`config.mk`:
```
export PLATFORM = sky130hd
export DESIGN_NAME = pipe_stage_skid_reg
export DESIGN_NICKNAME = d
export VERILOG_FILES = /design/src/rtl/pipe_stage_skid_reg_pkg.sv /design/src/rtl/pipe_stage_skid_reg_sat_counter.sv /design/src/rtl/pipe_stage_skid_reg.sv
export SDC_FILE = /design/constraint.sdc
export NUM_CORES = 1
export LEC_CHECK = 0
export ABC_AREA = 1
export BUFFER_PORTS_ARGS = -buffer_cell sky130_fd_sc_hd__buf_2
export CORE_MARGIN = 4
export CORE_UTILIZATION = 51
export CTS_CLUSTER_SIZE = 8
export DETAILED_ROUTE_END_ITERATION = 16
export GPL_TIMING_DRIVEN = 0
export PLACE_DENSITY = 0.95
export SLEW_MARGIN = 10
export SYNTH_ARGS = -nofsm -noshare
export SYNTH_HDL_FRONTEND = slang
export SYNTH_SLANG_ARGS = --single-unit
```
`constraint.sdc`:
```
create_clock -name CLK -period 3.2 [get_ports CLK]
set_input_delay 0 -clock CLK [delete_from_list [all_inputs] [get_ports CLK]]
set_output_delay 0 -clock CLK [all_outputs]
set_load 0.01 [all_outputs]
```
`src/rtl/pipe_stage_skid_reg_pkg.sv`:
```
// pipe_stage_skid_reg_pkg: shared state encodings and default widths for the skid pipeline register
package pipe_stage_skid_reg_pkg;
  localparam logic [1:0] ST_EMPTY = 2'd0;
  localparam logic [1:0] ST_FULL = 2'd1;
  localparam logic [1:0] ST_SKID = 2'd2;
  localparam int DEF_DATA_W = 10;
  localparam int DEF_CNT_W = 16;
endpackage

```
`src/rtl/pipe_stage_skid_reg_sat_counter.sv`:
```
// sat_counter: saturating up-counter with synchronous active-low clear
module sat_counter #(
  parameter int CNT_W = 16
) (
  input  logic             CLK,
  input  logic             RST_N,
  input  logic             INC,
  output logic [CNT_W-1:0] CNT
);
  always_ff @(posedge CLK) begin
    if (!RST_N) CNT <= '0;
    else if (INC && !(&CNT)) CNT <= CNT + CNT_W'(1);
  end
endmodule

```
`src/rtl/pipe_stage_skid_reg.sv`:
```
// pipe_stage_skid_reg: valid/ready pipeline register with one-entry skid buffer and flush.
// Define PIPE_STAGE_PERF_EN to build the saturating STALL_CNT/FLUSH_CNT counters.
module pipe_stage_skid_reg
  import pipe_stage_skid_reg_pkg::*;
#(
  parameter int                DATA_W    = DEF_DATA_W,
  parameter logic [DATA_W-1:0] RESET_VAL = '0,
  parameter int                CNT_W     = DEF_CNT_W
) (
  input  logic              CLK,
  input  logic              RST_N,
  input  logic              IN_VALID,
  output logic              IN_READY,
  input  logic [DATA_W-1:0] DATA_IN,
  output logic              OUT_VALID,
  input  logic              OUT_READY,
  output logic [DATA_W-1:0] DATA_OUT,
  input  logic              FLUSH,
  output logic [CNT_W-1:0]  STALL_CNT,
  output logic [CNT_W-1:0]  FLUSH_CNT
);
  logic [1:0] state, state_nxt;
  logic [DATA_W-1:0] main_q, skid_q;
  logic in_fire, load_main, load_skid;
  assign IN_READY = (state != ST_SKID) && RST_N;
  assign OUT_VALID = (state != ST_EMPTY) && RST_N;
  assign DATA_OUT = main_q;
  assign in_fire = IN_VALID && IN_READY;
  // main takes new input when it is free or draining; skid refills main on drain
  assign load_main = (in_fire && (state == ST_EMPTY || OUT_READY)) || (state == ST_SKID && OUT_READY);
  assign load_skid = in_fire && state == ST_FULL && !OUT_READY;
  always_comb begin
    state_nxt = state == ST_EMPTY ? (in_fire ? ST_FULL : ST_EMPTY) :
                state == ST_FULL  ? (in_fire ? (OUT_READY ? ST_FULL : ST_SKID) : (OUT_READY ? ST_EMPTY : ST_FULL)) :
                state == ST_SKID  ? (OUT_READY ? ST_FULL : ST_SKID) : ST_EMPTY;
  end
  always_ff @(posedge CLK) begin
    if (!RST_N) begin
      state <= ST_EMPTY;
      main_q <= RESET_VAL;
      skid_q <= RESET_VAL;
    end else begin
      state <= FLUSH ? ST_EMPTY : state_nxt;
      if (!FLUSH && load_main) main_q <= state == ST_SKID ? skid_q : DATA_IN;
      if (!FLUSH && load_skid) skid_q <= DATA_IN;
    end
  end
`ifdef PIPE_STAGE_PERF_EN
  sat_counter #(.CNT_W(CNT_W)) u_stall_cnt (
    .CLK(CLK), .RST_N(RST_N), .INC(OUT_VALID && !OUT_READY && !FLUSH), .CNT(STALL_CNT)
  );
  sat_counter #(.CNT_W(CNT_W)) u_flush_cnt (
    .CLK(CLK), .RST_N(RST_N), .INC(FLUSH && state != ST_EMPTY), .CNT(FLUSH_CNT)
  );
`else
  assign STALL_CNT = '0;
  assign FLUSH_CNT = '0;
`endif
endmodule

```
==> impl_metrics.json, run 1 <==
{
  "swShare_pct": 26.6,
  "setup_tns_ns": 0,
  "synthTopCellsByArea": "dfxtp_1 (32%), buf_4 (17%), nand2_1 (15%)",
  "post_cts_buffers": 0,
  "pwr-share-clk_pct": 26.3,
  "hold_class": "input pin to register",
  "worstReg2RegEnd": "DATA_OUT[4]",
  "cp.arrival_ns": 1.41,
  "grt_overflow_total": 0,
  "synth_top_area_cell": "dfxtp_1",
  "critPathRequiredTime_ns": 3.20,
  "synth.distinct_cells": 21,
  "r2r-start": "state[1]",
  "setup_ws_ns": 1.79,
  "max-cap-violations": 0,
  "drive_gt1_share_pct": 28.8,
  "io_buffers": 26,
  "seqPwrFrac_pct": 50.5,
  "synth_commonest_cells": "nand2_1 (54), buf_4 (32), a21oi_1 (22), dfxtp_1 (22), nand3_1 (20)",
  "async_flop_share_pct": 0,
  "skew_ns": 0.00551,
  "antenna_left": 0,
  "multiInputGateArea_um2": 677,
  "die_area_mm2": 0.00359,
  "power_frac_comb_pct": 23.2,
  "die_width_um": 59.9,
  "internal-power_uw": 414,
  "outcome": "finished, final reports clean",
  "syn_avg_cell_area_um2": 6.80,
  "postRouteWirelength_um": 2730,
  "clock_path_buffers": 2,
  "min_from": "OUT_READY",
  "ios": 59,
  "num-fill-cells": 232,
  "setup_viol": 0,
  "grt_pass1_vias": 1112,
  "grt_pass1_wl_um": 4490,
  "irDropWorstVdd_mv": 0.363,
  "cts_made_buffers": 3,
  "cts-root-buf": "clkbuf_4",
  "cts_sinks": 22,
  "r2r_setup_slack_ns": 1.91,
  "drtIter0Drc": 61,
  "p_leak_uw": 0.000987,
  "netlist_area_mm2": 0.00137,
  "fp.dieH_um": 59.9,
  "clkTransAtPathRegs_ns": 0.11,
  "coreArea_mm2": 0.00252,
  "num_rows": 18,
  "cts_tree": "yes",
  "antenna_found_initial": 0,
  "stdcell_count": 304,
  "hold_viol": 0,
  "pre_cts_ws_ns": 1.91,
  "max_freq_ghz": 0.708,
  "diodes": 0,
  "rsz0062_at_grt": "false",
  "drc": 0,
  "syn_inst": 202,
  "synthFlopType": "dfxtp_1",
  "gp_congestion": 0.817,
  "syn2layout_area_growth_pct": 31.3,
  "start_util_pct": 54.5,
  "wl_per_cell_um": 8.98,
  "dpl.cell_count": 289,
  "worstSetupEndpointType": "output pin",
  "seq_area_um2": 440,
  "hold_depth": 4,
  "reg2regPathDepth": 7,
  "synth-seq-cells": 22,
  "ys_warn_count": 0,
  "dp_hpwl_um": 2140,
  "fin_crit_sh_pct": 44.1,
  "slew_violations": 0,
  "period_needed_ns": 1.41,
  "dr.pass1.iters": 4,
  "final_util_pct": 71.5,
  "vias": 1298,
  "post_cts_resized": 0,
  "yosysMostFrequentCell": "nand2_1",
  "insertion_delay_ns": 0.31,
  "grt_use_total_pct": 16.4,
  "avgViaCountPerCell": 4.27,
  "synth-edff-count": 0,
  "nets": 290,
  "cts-htree-levels": 1,
  "grt_max_degree": 13,
  "powerDensity_mw_per_mm2": 313,
  "crit_type": "input pin to output pin",
  "holdPathEnd": "state[1]",
  "start_kind": "input pin",
  "cp_max_fo": 10,
  "ys_seq_area_share_pct": 32.1,
  "power_switching_uw": 150,
  "yosys.area.top_type_share_pct": 32.1
}
cell families (layout without fill, tap and decap cells):
logic type | count (synthesis) | count (layout) | share of synthesized area (%)
flops | 22 | 22 | 32.1
simple gates | 97 | 97 | 31.2
other cells | 1 | 32 | 0.273
compound gates | 24 | 24 | 9.29
buf+inv | 58 | 99 | 27.1
layout by cell type, fill, tap and decap left out, drive strengths merged:
cell / netlist / final
nand4: 1 / 1
dfxtp: 22 / 22
nand3: 21 / 21
nand2: 56 / 56
nor3: 1 / 1
clkbuf: 2 / 6
o22ai: 1 / 1
conb: 1 / 32
buf: 40 / 66
nor2: 18 / 18
a21oi: 22 / 22
dlygate4sd3: 0 / 11
o21bai: 1 / 1
inv: 16 / 16
power by group through the flow:
stage | sequential, µW | clock, µW | combinational [µW]
final | 285 | 149 | 131
after detailed placement | 291 | 0 | 119
after CTS | 285 | 154 | 129
after global routing | 286 | 163 | 147
after global placement | 290 | 0 | 117
after floorplan | 294 | 0 | 88.3
sequential cells by signal, summed over array words and instances, names as in the netlist:
signal,cells
state,2
skid_q,10
DATA_OUT,10
per-layer routing:
layer	GRT usage [%]	vias to the layer above	wire (µm)
met5	0	-	0
met4	6.96	0	82
met3	5.18	10	217
met2	29.2	42	1400
met1	17.6	534	1040
li1	-	712	-
per-stage QoR:
step / cell area (µm²) / hold slack (ns) / total power, µW
CTS: 1800 / 0.0778 / 568
detailed placement: 1660 / 0.289 / 410
finish: 1800 / 0.0860 / 564
global placement: 1660 / 0.285 / 408
floorplan: 1490 / 0.149 / 382
global route: 1800 / 0.121 / 596
final cells by class:
class	count	area share (%)
multi-input combinational	153	37.5
sequential	22	24.4
buffer	42	17.3
timing repair buffer	37	13.3
inverter	16	3.33
tap	30	2.08
clock buffer	4	2.01
what timing repair did:
item,4_1_cts,5_1_grt
endpoints found under the hold margin,12,0
endpoints found under the setup margin,0,0
hold buffers,11,0
worst max-delay path, cell delays in order:
cell           delay [ns]
dlygate4sd3_1        0.54
buf_2                0.17
inv_1                0.10
clkbuf_1             0.37
nor2_1               0.09
buf_2                0.15
how the worst max path moves through the flow:
| stage | depth (start not counted) | slack [ns] | endpoint | startpoint |
|---|---|---|---|---|
| 3_5_place_dp | 7 | 1.91 | DATA_OUT[4] | state[1] |
| 6_report | 6 | 1.79 | OUT_VALID | RST_N |
| 2_1_floorplan | 8 | 2.06 | DATA_OUT[0] | state[0] |
| 4_1_cts | 6 | 1.78 | OUT_VALID | RST_N |
| 3_3_place_gp | 7 | 1.97 | DATA_OUT[5] | state[1] |
| 5_1_grt | 6 | 1.70 | IN_READY | RST_N |
Power figures use the tool's default switching activity.
==> run 2: changes to the inputs <==
--- a/config.mk
+++ b/config.mk
@@ -8,11 +8,11 @@
 export ABC_AREA = 1
 export BUFFER_PORTS_ARGS = -buffer_cell sky130_fd_sc_hd__buf_2
 export CORE_MARGIN = 4
-export CORE_UTILIZATION = 51
+export CORE_UTILIZATION = 47
 export CTS_CLUSTER_SIZE = 8
 export DETAILED_ROUTE_END_ITERATION = 16
 export GPL_TIMING_DRIVEN = 0
-export PLACE_DENSITY = 0.95
+export PLACE_DENSITY = 0.91
 export SLEW_MARGIN = 10
 export SYNTH_ARGS = -nofsm -noshare
 export SYNTH_HDL_FRONTEND = slang
==> constraint.sdc (replaced) <==
create_clock -name CLK -period 1.5 [get_ports CLK]
set_input_delay 0 -clock CLK [delete_from_list [all_inputs] [get_ports CLK]]
set_output_delay 0 -clock CLK [all_outputs]
set_load 0.01 [all_outputs]
==> impl_metrics.json, run 2 (same netlist as run 1, synthesis figures left out) <==
{
  "cp_max_fo": 10,
  "skew_ns": 0.00781,
  "syn2layout_area_growth_pct": 30.7,
  "fin_crit_sh_pct": 84.0,
  "max_freq_ghz": 0.794,
  "cts_made_buffers": 3,
  "irDropWorstVdd_mv": 0.822,
  "period_needed_ns": 1.26,
  "die_area_mm2": 0.00385,
  "grt_overflow_total": 0,
  "top_layer_used": "met4",
  "r2r_setup_slack_ns": 0.24,
  "drc": 0,
  "final_common_cell": "nand2_1",
  "crit_end": "IN_READY",
  "critPathRequiredTime_ns": 1.50,
  "nets": 289,
  "ios": 59,
  "cts_hold_buf": 10,
  "worstReg2RegEnd": "DATA_OUT[2]",
  "worstSetupEndpointType": "output pin",
  "stdcell_count": 304,
  "final_cell_mix": "nand2_1 (54), buf_4 (32), conb_1 (32)",
  "hold_class": "input pin to register",
  "reg2regPathDepth": 8,
  "dp_hpwl_um": 2170,
  "slew_violations": 0,
  "gp_congestion": 0.859,
  "die_width_um": 62.1,
  "avgViaCountPerCell": 4.33,
  "dr.pass1.iters": 4,
  "crit_start": "state[1]",
  "antenna_found_initial": 0,
  "post_cts_buffers": 0,
  "m1WireLength_um": 1150,
  "antenna_left": 0,
  "start_kind": "register",
  "coreArea_mm2": 0.00278,
  "num_rows": 19,
  "grt_use_total_pct": 15.6,
  "powerDensity_mw_per_mm2": 666,
  "cts-root-buf": "clkbuf_4",
  "cts_sinks": 22,
  "setup_viol": 0,
  "cts-htree-levels": 1,
  "post_cts_resized": 0,
  "io_buffers": 26,
  "start_util_pct": 49.4,
  "wl_met2_um": 1390,
  "fp.dieH_um": 62.1,
  "hold_viol": 0,
  "grt_max_degree": 13,
  "grt_pass1_wl_um": 4530,
  "insertion_delay_ns": 0.30,
  "dpl.cell_count": 290,
  "max-cap-violations": 0,
  "postRouteWirelength_um": 2810,
  "cp.arrival_ns": 1.26,
  "diodes": 0,
  "clkTransAtPathRegs_ns": 0.11,
  "rsz0062_at_grt": "false",
  "cts_tree": "yes",
  "p_leak_uw": 0.000983,
  "setup_tns_ns": 0,
  "crit_type": "register to output pin",
  "outcome": "finished, final reports clean",
  "vias": 1316,
  "wl_per_cell_um": 9.25,
  "drive_gt1_share_pct": 28.9,
  "grt_pass1_vias": 1116,
  "route.met3.wl_um": 238,
  "clock_path_buffers": 2,
  "drtIter0Drc": 61,
  "r2r-start": "state[0]"
}
==> run 2: worst min-delay path by stage <==
stage                            to       start  cells after the start
final                     skid_q[0]       RST_N                      3
after global routing      skid_q[0]       RST_N                      3
after CTS                 skid_q[0]       RST_N                      3
after detailed placement  skid_q[1]  DATA_IN[1]                      3
after global placement    skid_q[4]  DATA_IN[4]                      3
after floorplan           skid_q[0]       RST_N                      2
==> run 2: power by group <==
part           leakage (µW)  switching, µW  total (µW)  internal (µW)
combinational      0.000784            144         278            134
sequential         0.000179           7.28         607            600
clock             0.0000210            163         311            148
==> run 2: metrics by stage <==
stage / hold WS, ns / setup slack (ns) / total power, µW / instance area (µm²) / utilization (%)
2_1_floorplan: 0.149 / 0.365 / 816 / 1490 / -
3_3_place_gp: 0.285 / 0.300 / 871 / 1660 / 59.6
3_5_place_dp: 0.289 / 0.258 / 875 / 1660 / 59.6
4_1_cts: 0.000275 / 0.224 / 1200 / 1800 / 64.6
5_1_grt: 0.0300 / 0.104 / 1270 / 1800 / 64.6
6_report: 0.0102 / 0.240 / 1200 / 1800 / 64.6
==> run 2: layer usage <==
metal	vias to the layer above	GRT usage, %
li1	710	-
met1	554	17.6
met2	50	28.6
met3	2	3.72
met4	0	4.85
met5	-	0
==> run 2: layout make-up <==
type	count	area (µm²)
Fill cell	264	986
Multi-Input combinational cell	153	677
Sequential cell	22	440
Buffer	42	313
Timing Repair Buffer	36	230
Inverter	16	60.1
Tap cell	31	38.8
Clock buffer	4	36.3
==> run 2: critical path: stages (launching register included) <==
cell and delay [ns]:
dfxtp_1 0.44, nand2_4 0.11, inv_2 0.08, buf_6 0.13, nor2_1 0.04, buf_2 0.15
